### src/rtl/counter_pkg.sv
// -----------------------------------------------------------------------------
// counter_pkg
// Shared definitions for the BCD limit counter datapath.
//   DIGITS_DEFAULT  default number of BCD digits
//   BCD_MAX_DIGITS  widest counter the helper functions support
//   BCD_NINE        largest legal BCD digit value
//   bcd_word_t      BCD word for the default digit count
//   digit_op_t      per-cycle operation broadcast to every digit slice
//   all_nines()     all-nines wrap point for a given digit count
//   clamp_digit()   saturates a nibble to a legal BCD digit
// -----------------------------------------------------------------------------
package counter_pkg;

  localparam int DIGITS_DEFAULT = 6;
  localparam int BCD_MAX_DIGITS = 16;
  localparam logic [3:0] BCD_NINE = 4'd9;

  typedef logic [4*DIGITS_DEFAULT-1:0] bcd_word_t;

  // One operation is chosen per cycle at the top level and applied by all
  // digits; INC/DEC are further gated per digit by the ripple chain.
  typedef enum logic [2:0] {
    DOP_HOLD = 3'd0,
    DOP_ZERO = 3'd1,
    DOP_LOAD = 3'd2,
    DOP_INC  = 3'd3,
    DOP_DEC  = 3'd4
  } digit_op_t;

  // Builds 0x99..9 in the low 'digits' nibbles, zero above.
  function automatic logic [4*BCD_MAX_DIGITS-1:0] all_nines(input int unsigned digits);
    logic [4*BCD_MAX_DIGITS-1:0] word;
    word = '0;
    for (int unsigned i = 0; i < BCD_MAX_DIGITS; i++) begin
      if (i < digits) begin
        word[4*i +: 4] = BCD_NINE;
      end else begin
        word[4*i +: 4] = 4'd0;
      end
    end
    return word;
  endfunction

  // A limit nibble above 9 is loaded as 9 so the count stays pure BCD.
  function automatic logic [3:0] clamp_digit(input logic [3:0] d);
    logic [3:0] r;
    if (d > BCD_NINE) begin
      r = BCD_NINE;
    end else begin
      r = d;
    end
    return r;
  endfunction

endpackage

### src/rtl/bcd_digit.sv
// -----------------------------------------------------------------------------
// bcd_digit
// One BCD digit slice of the limit counter ripple chain.
// Build option: BCD_COUNTER_DOWN_EN enables the decrement path.
// Ports:
//   clk       system clock
//   reset     synchronous active-high clear
//   op        operation for this cycle (hold / zero / load / inc / dec)
//   load_val  nibble loaded on DOP_LOAD (clamped to 9)
//   cin       ripple carry-in; the digit increments only when set
//   bin       ripple borrow-in; the digit decrements only when set
//   q         current digit value (registered)
//   cout      carry to next digit (cin and digit at 9)
//   bout      borrow to next digit (bin and digit at 0)
// -----------------------------------------------------------------------------
module bcd_digit
  import counter_pkg::*;
(
  input  logic       clk,
  input  logic       reset,
  input  digit_op_t  op,
  input  logic [3:0] load_val,
  input  logic       cin,
  input  logic       bin,
  output logic [3:0] q,
  output logic       cout,
  output logic       bout
);

  logic [3:0] q_r;

  assign q    = q_r;
  assign cout = cin & (q_r >= BCD_NINE);
  assign bout = bin & (q_r == 4'd0);

  // Digit register: reset, then the broadcast operation.
  always_ff @(posedge clk) begin
    if (reset) begin
      q_r <= 4'd0;
    end else begin
      case (op)
        DOP_ZERO: q_r <= 4'd0;
        DOP_LOAD: q_r <= clamp_digit(load_val);
        DOP_INC: begin
          if (cin) begin
            q_r <= (q_r >= BCD_NINE) ? 4'd0 : q_r + 4'd1;
          end else begin
            q_r <= q_r;
          end
        end
`ifdef BCD_COUNTER_DOWN_EN
        DOP_DEC: begin
          if (bin) begin
            q_r <= (q_r == 4'd0) ? BCD_NINE : q_r - 4'd1;
          end else begin
            q_r <= q_r;
          end
        end
`endif
        default: q_r <= q_r;
      endcase
    end
  end

endmodule

### src/rtl/bcd_limit_counter.sv
// -----------------------------------------------------------------------------
// bcd_limit_counter
// Multi-digit BCD event counter with a configurable wrap point.
// Build option: BCD_COUNTER_DOWN_EN enables down counting via up_down;
// without it the counter counts up only and up_down is ignored.
// Ports:
//   clk        system clock
//   reset      synchronous active-high; clears count and carry
//   step       single-cycle count request
//   up_down    1 = up, 0 = down (only with BCD_COUNTER_DOWN_EN)
//   clear      synchronous clear of the count (beats step)
//   max_in     BCD limit from mode-select
//   max_en     limit active; otherwise the wrap point is all nines
//   carry_en   enables the carry/borrow pulse
//   cnt_out    current BCD count
//   carry_out  registered one-cycle pulse after a wrapping step
//   at_limit   count equals the wrap point (up) or zero (down)
// -----------------------------------------------------------------------------
module bcd_limit_counter
  import counter_pkg::*;
#(
  parameter int DIGITS = DIGITS_DEFAULT
) (
  input  logic                clk,
  input  logic                reset,
  input  logic                step,
  input  logic                up_down,
  input  logic                clear,
  input  logic [4*DIGITS-1:0] max_in,
  input  logic                max_en,
  input  logic                carry_en,
  output logic [4*DIGITS-1:0] cnt_out,
  output logic                carry_out,
  output logic                at_limit
);

  localparam int W = 4*DIGITS;
  localparam logic [4*BCD_MAX_DIGITS-1:0] NINES_FULL = all_nines(DIGITS);
  localparam logic [W-1:0] NINES = NINES_FULL[W-1:0];

  logic [W-1:0]    cnt_s;
  logic [W-1:0]    top_s;
  logic            ge_top_s;
  logic            up_s;
  logic            wrap_s;
  digit_op_t       op_s;
  logic [DIGITS:0] cchain_s;
  logic [DIGITS:0] bchain_s;
  logic            carry_r;
  logic            unused_s;

  assign top_s    = max_en ? max_in : NINES;
  // Unsigned compare also catches a limit lowered below the live count.
  assign ge_top_s = (cnt_s >= top_s);

`ifdef BCD_COUNTER_DOWN_EN
  logic zero_s;
  assign zero_s   = (cnt_s == '0);
  assign up_s     = up_down;
  assign unused_s = ^{cchain_s[DIGITS], bchain_s[DIGITS]};
`else
  assign up_s     = 1'b1;
  assign unused_s = ^{cchain_s[DIGITS], bchain_s[DIGITS], up_down};
`endif

  // Priority decode: clear beats step; selects the digit operation and wrap.
  always_comb begin
    op_s   = DOP_HOLD;
    wrap_s = 1'b0;
    if (clear) begin
      op_s = DOP_ZERO;
    end else if (step) begin
      if (up_s) begin
        if (ge_top_s) begin
          op_s   = DOP_ZERO;
          wrap_s = 1'b1;
        end else begin
          op_s = DOP_INC;
        end
      end else begin
`ifdef BCD_COUNTER_DOWN_EN
        if (zero_s) begin
          op_s   = DOP_LOAD;
          wrap_s = 1'b1;
        end else if (max_en && (cnt_s > top_s)) begin
          // Limit dropped below the count: snap to it without a borrow.
          op_s = DOP_LOAD;
        end else begin
          op_s = DOP_DEC;
        end
`else
        op_s = DOP_HOLD;
`endif
      end
    end else begin
      op_s = DOP_HOLD;
    end
  end

  assign cchain_s[0] = 1'b1;
  assign bchain_s[0] = 1'b1;

  genvar gi;
  generate
    for (gi = 0; gi < DIGITS; gi++) begin : g_digit
      bcd_digit u_digit (
        .clk      (clk),
        .reset    (reset),
        .op       (op_s),
        .load_val (top_s[4*gi +: 4]),
        .cin      (cchain_s[gi]),
        .bin      (bchain_s[gi]),
        .q        (cnt_s[4*gi +: 4]),
        .cout     (cchain_s[gi+1]),
        .bout     (bchain_s[gi+1])
      );
    end
  endgenerate

  // Carry/borrow pulse register.
  always_ff @(posedge clk) begin
    if (reset) begin
      carry_r <= 1'b0;
    end else begin
      carry_r <= wrap_s & carry_en;
    end
  end

  // Limit flag follows the active direction.
  always_comb begin
    at_limit = 1'b0;
`ifdef BCD_COUNTER_DOWN_EN
    if (up_s) begin
      at_limit = (cnt_s == top_s);
    end else begin
      at_limit = zero_s;
    end
`else
    at_limit = (cnt_s == top_s);
`endif
  end

  assign cnt_out   = cnt_s;
  assign carry_out = carry_r;

endmodule
### config.mk
export PLATFORM = sky130hd
export DESIGN_NAME = bcd_limit_counter
export DESIGN_NICKNAME = d
export VERILOG_FILES = /design/src/rtl/counter_pkg.sv /design/src/rtl/bcd_digit.sv /design/src/rtl/bcd_limit_counter.sv
export SDC_FILE = /design/constraint.sdc
export NUM_CORES = 1
export LEC_CHECK = 0
export ABC_CLOCK_PERIOD_IN_PS = 2900
export CAP_MARGIN = 20
export CORE_MARGIN = 2
export CORE_UTILIZATION = 35
export DETAILED_ROUTE_END_ITERATION = 6
export PLACE_DENSITY = 0.7
export SETUP_SLACK_MARGIN = 0.5
export SYNTH_ARGS = -nofsm -noshare
export SYNTH_HDL_FRONTEND = slang
export SYNTH_SLANG_ARGS = --single-unit
export TNS_END_PERCENT = 100
### constraint.sdc
create_clock -name clk -period 2.9 [get_ports clk]
set_input_delay 0.58 -clock clk [delete_from_list [all_inputs] [get_ports clk]]
set_output_delay 0.58 -clock clk [all_outputs]
set_load 0.005 [all_outputs]
==> flow_metrics.py, run 1 <==
metrics = {
    "route": {
        "vias": 2497,
        "ant_nets": 0,
        "drc": 0,
        "wirelength_um": 7850,
        "viasPerCell": 5.60,
        "drt_iter0_drc": 93,
        "dr.pass1.iters": 5,
        "wl_per_cell_um": 17.6,
    },
    "floorplan": {
        "fp.dieH_um": 83.3,
        "pin_count": 57,
        "initial_core_util": 0.368,
        "core_area_um2": 5990,
        "dieArea_um2": 6950,
        "die_w_um": 83.3,
        "rows": 28,
    },
    "global_routing": {
        "grt_max_degree": 14,
        "use_met2": 0.315,
        "grt-ovfl-total": 0,
        "use_met1": 0.234,
        "antenna_found_initial": 0,
        "grt_pass1_wl_um": 10500,
        "grt_usage": 0.184,
        "top_usage_layer": "met2",
        "grt_pass1_vias": 2184,
        "grt_use_met3": 0.0229,
    },
    "worst_setup_path": {
        "cp_max_fo": 6,
        "crit_required_ps": 2320,
        "r2r_end": "g_digit[3].u_digit.q[1]$_SDFFE_PP0P_",
        "cp_slowest_cell": "or3_4",
        "path_delay_family": "simple AND/OR/NAND/NOR gates",
        "critical_path_arrival_ps": 2110,
        "crit_path_start_kind": "input pin",
        "cpMostUsedCell": "buf_12",
        "crit_chain": "buf_12 > buf_12 > nor2b_1 > ha_1 > nand4_1 > or3_4 > nor4_4 > buf_2",
        "endpoint": "at_limit",
        "r2r_cells": 13,
        "critical_path_class": "input pin to output pin",
        "rrSetupSlack_ps": 440,
        "crit_start": "max_en",
        "max_stage_delay_ps": 380,
        "path_depth": 8,
        "end_kind": "output pin",
        "path_buf_inv": 3,
        "reg2reg_from": "g_digit[3].u_digit.q[0]$_SDFFE_PP0P_",
    },
    "power": {
        "internal_power_mw": 0.556,
        "irDropWorstVdd_mv": 0.169,
        "power.density_nw_per_um2": 203,
        "clkPwrFrac": 0.291,
        "seq_power_share": 0.447,
        "p_sw_frac": 0.285,
        "pwr-share-comb": 0.262,
        "power.switching_mw": 0.221,
        "p_leak_nw": 1.62,
    },
    "hold_path": {
        "min_path_type": "flop to flop",
    },
    "sta": {
        "hold_viol": 0,
        "finalSetupViolations": 0,
        "fmax_mhz": 372,
        "setup_tns_ps": 0,
        "period_minus_slack_ps": 2690,
        "tightest_slew_ps": 656,
        "fin_ws_ps": 209,
        "fin_crit_sh": 0.928,
        "rsz0062_at_grt": "true",
        "relSlewSlack": 0.562,
        "slew_viol_final": 0,
        "fin_skew_ps": 2.41,
    },
    "cts": {
        "ctsRootBufferMaster": "clkbuf_8",
        "clock_latency_ps": 280,
        "clk_path_buf_depth": 2,
        "cts_tree": "built",
        "clkSinkCount": 25,
        "clkTransAtPathRegs_ps": 100,
        "cts_max_level": 1,
        "cts_buffers": 3,
    },
    "synth": {
        "yosys_warnings": 0,
        "ys_ff_latch": 25,
        "syn_inst": 273,
        "syn_nets": 346,
        "seq_area_frac_synth": 0.227,
        "async_flop_share": 0,
        "synth_cell_types": 51,
        "syn_area_um2": 2200,
        "synth_edf_count": 0,
        "ys.flop_type": "dfxtp_1",
        "synth_area_per_cell_um2": 8.07,
    },
    "placed_design": {
        "globalplace.congestion": 0.827,
        "place_hpwl_um": 4810,
        "io_buffers": 55,
        "pre_cts_ws_ps": -580,
    },
    "outcome": {
        "status": "completed",
    },
    "finish": {
        "layout_commonest_cell": "clkdlybuf4s50_1",
        "n_antenna_cell": 0,
        "drive_gt1_frac": 0.307,
        "final_cell_mix": "29 x clkdlybuf4s50_1, 27 x ha_1, 26 x buf_4",
        "synthToLayoutAreaGrowth_pct": 73.7,
        "nNetsFinal": 445,
    },
    "run": {
        "max_cap_viol_count": 0,
    },
}
-- state kept, by name (all words and copies together), names as in the netlist --
register	count
g_digit.u_digit.q	24
carry_out	1
-- power by group through the flow --
stage	logic, mW	registers, mW	clock network, mW
6_report	0.204	0.348	0.226
4_1_cts	0.162	0.348	0.228
5_1_grt	0.216	0.349	0.235
3_3_place_gp	0.139	0.356	0
3_5_place_dp	0.142	0.356	0
2_1_floorplan	0.0655	0.355	0
-- synthesized netlist by cell type (2+ instances only) --
cell | instances | area share
a21boi_0 | 2 | 0.0068
a21o_1 | 2 | 0.0068
a21oi_1 | 15 | 0.034
a31oi_1 | 4 | 0.011
and3_1 | 3 | 0.0085
buf_2 | 2 | 0.0045
clkbuf_1 | 4 | 0.0068
dfxtp_1 | 25 | 0.23
ha_1 | 42 | 0.24
inv_1 | 21 | 0.036
mux2i_1 | 2 | 0.0091
nand2_1 | 30 | 0.051
nand2b_1 | 3 | 0.0085
nand3_1 | 12 | 0.027
nand4_1 | 10 | 0.028
nor2_1 | 19 | 0.032
nor2b_1 | 13 | 0.037
nor3_1 | 3 | 0.0068
nor3b_1 | 2 | 0.0068
nor4_1 | 2 | 0.0057
nor4b_1 | 2 | 0.0080
o211ai_1 | 2 | 0.0068
o21ai_0 | 9 | 0.020
o21ai_1 | 4 | 0.0091
o21bai_1 | 2 | 0.0068
o22ai_1 | 6 | 0.017
o2bb2ai_1 | 4 | 0.016
o31ai_1 | 2 | 0.0068
or3_1 | 4 | 0.011
-- cells by family (layout without fill, tap and decap cells) --
group                    after synthesis  in the layout  synth area share
AND/OR/NAND/NOR                      111            111             0.274
AO/OA/AOI/OAI                         64             64             0.196
adder cells (fa/ha/maj)               42             42             0.238
buffers and inverters                 27            125            0.0471
flip-flops                            25             25             0.227
XOR/XNOR                               2              2           0.00795
multiplexers                           2              2           0.00909
-- worst min-delay path by stage --
| stage | end | slack (ps) | cells past startpoint | startpoint |
|---|---|---|---|---|
| final | g_digit[0].u_digit.q[1]$_SDFFE_PP0P_ | 570 | 2 | g_digit[0].u_digit.q[1]$_SDFFE_PP0P_ |
| after global routing | g_digit[5].u_digit.q[2]$_SDFFE_PP0P_ | 600 | 2 | g_digit[5].u_digit.q[2]$_SDFFE_PP0P_ |
| after CTS | g_digit[0].u_digit.q[1]$_SDFFE_PP0P_ | 550 | 2 | g_digit[0].u_digit.q[1]$_SDFFE_PP0P_ |
| after detailed placement | g_digit[0].u_digit.q[1]$_SDFFE_PP0P_ | 530 | 2 | g_digit[0].u_digit.q[1]$_SDFFE_PP0P_ |
| after global placement | g_digit[5].u_digit.q[3]$_SDFFE_PP0P_ | 520 | 2 | g_digit[5].u_digit.q[3]$_SDFFE_PP0P_ |
| after floorplan | g_digit[5].u_digit.q[3]$_SDFFE_PP0P_ | 500 | 2 | g_digit[5].u_digit.q[3]$_SDFFE_PP0P_ |
-- timing repair --
| action | in CTS | in global routing |
|---|---|---|
| buffers inserted | 9 | 10 |
| pin swaps | 18 | 44 |
| setup endpoints to repair | 26 | 26 |
| hold buffers | 0 | 0 |
| resized for setup | 41 | 76 |
| endpoints found under the hold margin | 0 | 0 |
| cloned | 2 | 1 |
-- layer usage --
| metal | wire length (µm) | vias up |
|---|---|---|
| met2 | 4070 | 108 |
| met1 | 3130 | 1178 |
| met3 | 414 | 26 |
| met5 | 0 | - |
| li1 | - | 1185 |
| met4 | 240 | 0 |
-- stage by stage --
stage               area (µm²)   util  hold slack, ps  instances  power, mW
global route              3830  0.639             598        446      0.800
CTS                       3330  0.556             552        435      0.738
global placement          3060  0.511             518        420      0.495
floorplan                 2270      -             495        273      0.421
detailed placement        3060  0.511             532        420      0.498
finish                    3830  0.639             568        446      0.778
-- final cells by class --
type,instances,area [µm²]
fill,459,2160
sequential,25,500
timing repair buffer,100,1050
inverter,21,78.8
clock buffer,4,45.0
multi-input combinational,221,2060
tap,75,93.8
-- worst min-delay path, delay by kind of cell, from the launching register on --
family / cells / cell delay (ps)
and+or+nand+nor: 1 / 80
AOI/OAI and AO/OA: 1 / 50
DFF: 1 / 400
Note: power is estimated with default switching activity, not from simulation.
==> inputs of run 2 (changes only) <==
--- a/config.mk
+++ b/config.mk
@@ -7,10 +7,12 @@
 export LEC_CHECK = 0
 export ABC_CLOCK_PERIOD_IN_PS = 2900
 export CAP_MARGIN = 20
+export CELL_PAD_IN_SITES_DETAIL_PLACEMENT = 2
+export CELL_PAD_IN_SITES_GLOBAL_PLACEMENT = 2
 export CORE_MARGIN = 2
-export CORE_UTILIZATION = 35
+export CORE_UTILIZATION = 28
 export DETAILED_ROUTE_END_ITERATION = 6
-export PLACE_DENSITY = 0.7
+export PLACE_DENSITY = 0.89
 export SETUP_SLACK_MARGIN = 0.5
 export SYNTH_ARGS = -nofsm -noshare
 export SYNTH_HDL_FRONTEND = slang
==> constraint.sdc (replaced) <==
create_clock -name clk -period 2.9 [get_ports clk]
set_input_delay 0.58 -clock clk [delete_from_list [all_inputs] [get_ports clk]]
set_output_delay 0.58 -clock clk [all_outputs]
set_load 0.02 [all_outputs]
==> flow_metrics.py, run 2 (synthesis results as in run 1) <==
metrics = {
    "outcome": {
        "status": "complete, but fails checks",
        "violations": "setup timing",
    },
    "worst_setup_path": {
        "end_kind": "flop",
        "crit_chain": "clkdlybuf4s50_1 > nand2_1 > ha_4 > nor2b_1 > o211ai_1 > a21oi_1 > o311ai_2 > buf_4 > buf_4 > nand3_1 > o22ai_1",
        "cp_slowest_cell": "clkdlybuf4s50_1",
        "r2r_end": "g_digit[4].u_digit.q[0]$_SDFFE_PP0P_",
        "reg2reg_from": "g_digit[1].u_digit.q[0]$_SDFFE_PP0P_",
        "r2r_cells": 8,
        "max_stage_delay_ps": 510,
        "crit_required_ps": 3110,
        "cpMostUsedCell": "buf_4",
        "critical_path_class": "input pin to flop",
        "cp_max_fo": 4,
        "critical_path_arrival_ps": 3200,
        "rrSetupSlack_ps": 280,
        "crit_path_start_kind": "input pin",
    },
    "floorplan": {
        "rows": 32,
        "fp.dieH_um": 92.7,
        "core_area_um2": 7690,
        "die_w_um": 92.7,
        "dieArea_um2": 8600,
        "initial_core_util": 0.287,
        "pin_count": 57,
    },
    "global_routing": {
        "grt-ovfl-total": 0,
        "grt_pass1_vias": 3057,
        "grt_max_degree": 16,
        "grt_pass1_wl_um": 18000,
        "antenna_found_initial": 0,
        "grt_usage": 0.275,
    },
    "sta": {
        "finalSetupViolations": 8,
        "setup_tns_ps": -178,
        "slew_viol_final": 0,
        "period_minus_slack_ps": 2990,
        "fin_skew_ps": 4.84,
        "hold_viol": 0,
        "fin_ws_ps": -88.6,
        "relSlewSlack": 0.510,
        "tightest_slew_ps": 732,
        "fmax_mhz": 335,
        "fin_crit_sh": 1.03,
        "rsz0062_at_grt": "true",
    },
    "finish": {
        "utilization": 0.494,
        "nNetsFinal": 454,
        "largest_register_ff_count": 24,
        "n_antenna_cell": 0,
        "layout_commonest_cell": "clkdlybuf4s50_1",
        "final_cell_mix": "40 x clkdlybuf4s50_1, 39 x buf_4, 30 x ha_1",
        "fin_area_um2": 3800,
        "drive_gt1_frac": 0.316,
        "fillCellCount": 832,
        "synthToLayoutAreaGrowth_pct": 72.3,
    },
    "power": {
        "p_leak_nw": 1.51,
        "p_sw_frac": 0.332,
        "power.switching_mw": 0.277,
        "internal_power_mw": 0.557,
        "power.density_nw_per_um2": 220,
        "clkPwrFrac": 0.308,
        "irDropWorstVdd_mv": 0.180,
        "power_mw": 0.834,
        "seq_power_share": 0.417,
        "pwr-share-comb": 0.276,
    },
    "hold_path": {
        "min_path_type": "flop to flop",
        "min_to": "g_digit[4].u_digit.q[3]$_SDFFE_PP0P_",
        "hold_start": "g_digit[4].u_digit.q[3]$_SDFFE_PP0P_",
        "whs_path_depth": 2,
    },
    "run": {
        "max_cap_viol_count": 0,
    },
    "placed_design": {
        "io_buffers": 55,
        "globalplace.congestion": 0.888,
        "post_dp_cell_area_um2": 3160,
        "place_hpwl_um": 7240,
    },
    "route": {
        "drc": 0,
        "wl_per_cell_um": 27.3,
        "dr.pass1.iters": 4,
        "ant_nets": 0,
        "vias": 2716,
        "drt_iter0_drc": 143,
        "wirelength_um": 13200,
        "viasPerCell": 5.63,
    },
    "cts": {
        "cts_max_level": 1,
        "clkTransAtPathRegs_ps": 120,
        "clk_path_buf_depth": 2,
        "ctsRootBufferMaster": "clkbuf_8",
        "cts_buffers": 3,
        "clkSinkCount": 25,
        "clock_latency_ps": 290,
        "cts_tree": "built",
        "cts_hold_buffers": 0,
    },
}
## run 2: cell count changes in the layout (fill, tap and decap cells not counted), moves of 3 or more
cell and delta:
buf_4 +13, nand2_1 -3, nor2b_1 +6, ha_1 +3, clkdlybuf4s50_1 +11, nor2b_4 -6, dlymetal6s2s_1 -12, ha_4 -3
## run 2: what timing repair did
item	4_1_cts	5_1_grt
setup buffers	15	5
pin swaps	27	14
gates resized for setup	74	29
endpoints found under the setup margin	26	26
## run 2: layout make-up
type / count / area (µm²) / area share
multi-input combinational: 221 / 2000 / 0.526
timing repair buffer: 109 / 1040 / 0.275
sequential: 25 / 500 / 0.132
tap: 102 / 128 / 0.0336
inverter: 21 / 78.8 / 0.0208
clock buffer: 3 / 41.3 / 0.0109
clock inverter: 1 / 7.51 / 0.00198
## run 2: worst max path at each step
stage | slack [ps] | end | startpoint | cells past startpoint
2_1_floorplan | 380 | g_digit[1].u_digit.q[1]$_SDFFE_PP0P_ | max_en | 9
3_3_place_gp | -630 | at_limit | max_en | 8
3_5_place_dp | -710 | g_digit[1].u_digit.q[2]$_SDFFE_PP0P_ | max_en | 14
4_1_cts | 40 | at_limit | max_en | 9
5_1_grt | -80 | g_digit[1].u_digit.q[1]$_SDFFE_PP0P_ | max_in[1] | 11
6_report | -90 | g_digit[1].u_digit.q[1]$_SDFFE_PP0P_ | max_in[1] | 11
## run 2: power by group through the flow
stage               clock, mW  sequential (mW)  combinational (mW)
finish                  0.257            0.347               0.230
global route            0.265            0.348               0.239
CTS                     0.238            0.347               0.194
detailed placement          0            0.355               0.160
floorplan                   0            0.358              0.0621
global placement            0            0.354               0.149
## run 2: layer usage
metal	global-route usage	wire length, µm	vias up
met5	0	0	-
met1	0.307	5310	1361
li1	-	-	1200
met3	0.0342	629	38
met4	0.124	452	0
met2	0.517	6780	117
## run 2: worst max-delay path: cells and delay by family
family / cells / cell delay, ps
fa+ha+maj: 1 / 260
simple gates: 3 / 490
buf+inv: 3 / 890
compound gates: 4 / 980
## run 2: metrics by stage
stage | instances | hold slack, ps | worst slack, ps
final | 482 | 575 | -88.6
after global routing | 482 | 610 | -75.1
after CTS | 477 | 566 | 43.4
after detailed placement | 458 | 550 | -711
after global placement | 458 | 529 | -635
after floorplan | 273 | 572 | 384
==> inputs of run 3 (changes only) <==
--- a/config.mk
+++ b/config.mk
@@ -14,6 +14,7 @@
 export DETAILED_ROUTE_END_ITERATION = 6
 export PLACE_DENSITY = 0.89
 export SETUP_SLACK_MARGIN = 0.5
+export SLEW_MARGIN = 20
 export SYNTH_ARGS = -nofsm -noshare
 export SYNTH_HDL_FRONTEND = slang
 export SYNTH_SLANG_ARGS = --single-unit
==> results of run 3 <==
Final layout, timing and power as in run 2 (identical DEF).
==> variant 1: new RTL, config.mk and constraints of run 3 <==
Change the package constant `DIGITS_DEFAULT` from 6 to 7.
--- a/src/rtl/counter_pkg.sv
+++ b/src/rtl/counter_pkg.sv
@@ -11,7 +11,7 @@
 // -----------------------------------------------------------------------------
 package counter_pkg;
 
-  localparam int DIGITS_DEFAULT = 6;
+  localparam int DIGITS_DEFAULT = 7;
   localparam int BCD_MAX_DIGITS = 16;
   localparam logic [3:0] BCD_NINE = 4'd9;
 
Ports: changed (resized cnt_out and max_in); port bits go from 57 to 65. No check against the original RTL was run, so the function may have changed too.
==> variant 1 against run 3 <==
- the run still ends with negative setup slack left
- synthesized cell count increased by 19%
- clock skew increased by 0.0047 ns
- critical path depth increased by 5
- clock power increased by 43%
- sequential share of layout area decreased by 0.97 points
- non-clock buffer count increased by 29
- wire length increased by 41%
- final area increased by 28%
- synthesized area increased by 17%
- fmax decreased by 2.1%
- total power increased by 26%
- setup slack got worse by 0.064 ns
- sequential cell count increased by 4
==> variant 1: results (changes against run 3) <==
* Failing checks: negative setup slack (unchanged)
* Clock skew at 0.00955 ns (was 0.00484 ns)
* M3 GR Usage at 5.78% (was 3.42%)
* Crit-path slowest cell: a221oi_2 (was clkdlybuf4s50_1)
* CTS clk-pin slew, worst paths at 0.08 ns (was 0.12 ns)
* Largest register FFs at 28 (was 24)
* # placed instances at 525 (was 458)
* # fillers at 883 (was 832)
* Setup slack after layout at -0.153 ns (was -0.0886 ns)
* Largest net degree at the start of global routing at 15 (was 16)
* Routing usage on met1 at 37.0% (was 30.7%)
* Mapped cell area at 2570 um^2 (was 2200 um^2)
* H-tree depth at 2 (was 1)
* Status: finished, violations left (unchanged)
* Synth cell count leaders: 49 x ha_1, 39 x nand2_1, 29 x dfxtp_1 (was 42 x ha_1, 30 x nand2_1, 25 x dfxtp_1)
* Nets at 545 (was 454)
* Worst endpoint data arrival time at 3.27 ns (was 3.20 ns)
* TNS Setup at -1.12 ns (was -0.178 ns)
* Final setup fails at 20 (was 8)
* Hpwl dp at 8310 um (was 7240 um)
* Register area share after synthesis at 22.6% (was 22.7%)
* Hold depth at 1 (was 2)
* Met2 usage at 58.7% (was 51.7%)
* Iteration-0 DRC Markers at 171 (was 143)
* TritonCTS buffer count at 5 (was 3)
* Tightest Pin Transition at 0.929 ns (was 0.732 ns)
* Layout cell share with drive strength beyond 1 at 43.5% (was 31.6%)
* Clk_lat worst skew at 0.31 ns (was 0.29 ns)
[variant 1: cell count changes after synthesis, moves of 4 or more]
cell | run 3 | this run
o21ai_0 | 9 | 16
nand2_1 | 30 | 39
dfxtp_1 | 25 | 29
o211ai_1 | 2 | 6
ha_1 | 42 | 49
a31oi_1 | 4 | 11
a21oi_1 | 15 | 24
o21ai_1 | 4 | 0
nor2b_1 | 13 | 18
nor3_1 | 3 | 8
o2bb2ai_1 | 4 | 0
[variant 1: logic make-up after synthesis]
group                    count (synthesis)  share of synthesized area, %
AND/OR/NAND/NOR                        136                          28.9
adder cells (fa/ha/maj)                 49                          23.8
flip-flops                              29                          22.6
multiplexers                             1                         0.389
AO/OA/AOI/OAI                           81                          20.0
buffers and inverters                   29                          4.37
[variant 1: final cells by class]
class	count	area, um^2	area share (%)
Inverter	20	75.1	1.54
Sequential cell	29	596	12.2
Clock inverter	2	10.0	0.205
Clock buffer	6	72.6	1.49
Multi-Input combinational cell	267	2640	54.2
Tap cell	108	135	2.77
Timing Repair Buffer	138	1350	27.6
[variant 1: metrics by stage]
| step | hold slack (ns) | instance area, um^2 |
|---|---|---|
| finish | 0.592 | 4870 |
| global route | 0.604 | 4870 |
| CTS | 0.564 | 4500 |
| detailed placement | 0.545 | 3600 |
| global placement | 0.528 | 3600 |
| floorplan | 0.571 | 2600 |
[variant 1: final timing paths]
check,start,to,slack (ns)
min,g_digit[5].u_digit.q[0]$_SDFFE_PP0P_,g_digit[5].u_digit.q[0]$_SDFFE_PP0P_,0.59
max,max_en,g_digit[6].u_digit.q[1]$_SDFFE_PP0P_,-0.15
max reg2reg,g_digit[0].u_digit.q[0]$_SDFFE_PP0P_,g_digit[3].u_digit.q[2]$_SDFFE_PP0P_,-0.01
min reg2reg,g_digit[5].u_digit.q[0]$_SDFFE_PP0P_,g_digit[5].u_digit.q[0]$_SDFFE_PP0P_,0.59
[variant 1: routing by layer]
layer  wire length [um]  up-vias  share of wire (%)
met2               9460      168                 51
met1               7350     1751                 39
met3                881       61                4.7
met4                943        0                5.1
met5                  0        -                  0
li1                   -     1456                  -
[variant 1: timing repair]
action / CTS / global route
cloned: 2 / 0
gates resized for setup: 139 / 61
pin swaps: 57 / 26
setup buffers: 31 / 4
setup endpoints to repair: 30 / 30
[variant 1: report_power, final]
group,internal (uW),switching (uW),leakage [uW],total (uW)
registers,396,0.735,0.000238,397
logic,134,148,0.00164,282
clock network,167,202,0.0000450,368
total,696,351,0.00192,1050
[variant 1: worst reg2reg max path, delay by kind of cell (launching register included)]
kind | cells | cell delay [ns]
AND/OR/NAND/NOR | 5 | 1.79
AO/OA/AOI/OAI | 2 | 0.40
flip-flops | 1 | 0.37
adder cells (fa/ha/maj) | 1 | 0.21
buffers and inverters | 1 | 0.08
==> variant 2: new RTL, config.mk and constraints of run 3 <==
Without the edit above. Register the output `cnt_out`, with the module's reset; this adds one clock of latency there. The other outputs are not delayed to match.
--- a/src/rtl/bcd_limit_counter.sv
+++ b/src/rtl/bcd_limit_counter.sv
@@ -140,7 +140,13 @@
 `endif
   end
 
-  assign cnt_out   = cnt_s;
+  always_ff @(posedge clk) begin
+    if (reset) begin
+      cnt_out <= '0;
+    end else begin
+      cnt_out <= cnt_s;
+    end
+  end
   assign carry_out = carry_r;
 
 endmodule
Function: changed (a bounded check fails within 4 cycles, from zero or initial values and one cycle with reset high).
==> variant 2 against run 3 <==
- count of clock-buffer cells in the layout rose by 3
- wire length rose by 25%
- total power rose by 65%
- setup slack improved by 0.11 ns
- final area rose by 26%
- clock power rose by 67%
- synthesized area rose by 26%
- sequential cell count rose by 24
- critical endpoint is now g_digit[5].u_digit.q[3]$_SDFFE_PP0P_
- largest power group unchanged
- highest routed layer unchanged
==> variant 2: results (changes against run 3) <==
* Syn_nets at 393 (was 346)
* Distinct cell type count of the synthesized netlist at 45 (was 51)
* Largest net degree at the start of global routing at 17 (was 16)
* Hpwl dp at 7280 um (was 7240 um)
* Maximum vdd drop at 0.164 mV (was 0.180 mV)
* Synth top area cells: dfxtp_1 35%, ha_1 19%, nor2b_1 5.4% (was ha_1 24%, dfxtp_1 23%, nand2_1 5.1%)
* P_leak at 0.00191 uW (was 0.00151 uW)
* CTS clk-pin slew, worst paths at 0.10 ns (was 0.12 ns)
* Clock skew at 0.0125 ns (was 0.00484 ns)
* H-tree depth at 2 (was 1)
* Vias per std cell at 5.53 (was 5.63)
* TritonCTS buffer count at 5 (was 3)
* TNS Setup at 0 ns (was -0.178 ns)
* Nets at 509 (was 454)
* Worst endpoint data arrival time at 3.09 ns (was 3.20 ns)
* Layout cell share with drive strength beyond 1 at 40.0% (was 31.6%)
* WL/cell at 28.8 um (was 27.3 um)
* Status: finished, final reports clean (was finished, violations left)
* Worst slew margin relative to its limit at 42.2% (was 51.0%)
* Register area share after synthesis at 35.2% (was 22.7%)
* Synth cell count leaders: 49 x dfxtp_1, 42 x ha_1, 37 x nand2_1 (was 42 x ha_1, 30 x nand2_1, 25 x dfxtp_1)
* Total GRT Usage at 25.9% (was 27.5%)
* Total die area at 10800 um^2 (was 8600 um^2)
* Iteration-0 DRC Markers at 131 (was 143)
* First-pass GRT wire length at 21400 um (was 18000 um)
* Clk_lat worst skew at 0.32 ns (was 0.29 ns)
* RD Place Congestion at 0.798 (was 0.888)
-- variant 2: what timing repair did --
action	CTS	global route
setup buffers	24	11
resized for setup	111	59
pin swaps	45	32
gates cloned	3	0
setup endpoints to repair	26	26
-- variant 2: layout make-up --
type	count	area, um^2
Clock buffer	6	72.6
Clock inverter	2	15.0
Fill cell	1034	4930
Inverter	17	63.8
Multi-Input combinational cell	245	2330
Sequential cell	49	986
Tap cell	133	166
Timing Repair Buffer	118	1170
-- variant 2: final timing paths --
kind	cells past startpoint	end	startpoint	slack, ns
setup / recovery	14	g_digit[5].u_digit.q[3]$_SDFFE_PP0P_	max_in[17]	0.02
setup reg to reg	10	g_digit[5].u_digit.q[2]$_SDFFE_PP0P_	g_digit[0].u_digit.q[0]$_SDFFE_PP0P_	0.02
hold reg to reg	1	cnt_out[15]$_SDFF_PP0_	g_digit[3].u_digit.q[3]$_SDFFE_PP0P_	0.55
hold / removal	1	cnt_out[15]$_SDFF_PP0_	g_digit[3].u_digit.q[3]$_SDFFE_PP0P_	0.55
-- variant 2: kinds of logic after synthesis --
kind of cell | synth area share [%]
adders and majority gates | 18.9
AOI/OAI and AO/OA | 15.3
muxes | 0.360
and+or+nand+nor | 26.2
buffers and inverters | 4.09
DFF | 35.2
-- variant 2: per-layer routing --
metal	routed length (um)	up-vias	global-route usage, %	share of wire (%)
li1	-	1367	-	-
met1	6840	1583	29.9	42
met2	7790	138	47.1	47
met3	835	66	4.09	5.1
met4	952	0	11.2	5.8
met5	0	-	0	0
-- variant 2: critical path, stage by stage --
cell,delay (ns)
dlygate4sd2_1,0.22
nand2_1,0.10
ha_1,0.35
nand4_1,0.20
nor4_2,0.32
buf_4,0.19
nand2_4,0.07
buf_6,0.15
nand4b_4,0.11
buf_12,0.13
nor2_4,0.06
buf_6,0.12
and4bb_2,0.24
a22o_1,0.25
-- variant 2: power groups by stage --
stage | sequential [uW] | clock, uW | combinational (uW)
after floorplan | 691 | 0 | 66.6
after global placement | 691 | 0 | 144
after detailed placement | 691 | 0 | 153
after CTS | 676 | 438 | 209
after global routing | 677 | 462 | 280
final | 676 | 429 | 271
-- variant 2: metrics by stage --
| step | total power, uW | setup WS (ns) | area, um^2 | cells | utilization, % |
|---|---|---|---|---|---|
| after global routing | 1420 | -0.0838 | 4800 | 570 | 49.3 |
| after floorplan | 758 | 0.456 | 2820 | 320 | - |
| after CTS | 1320 | 0.212 | 4410 | 559 | 45.3 |
| final | 1380 | 0.0210 | 4800 | 570 | 49.3 |
| after global placement | 835 | -0.568 | 3680 | 524 | 37.8 |
| after detailed placement | 844 | -0.760 | 3680 | 524 | 37.8 |
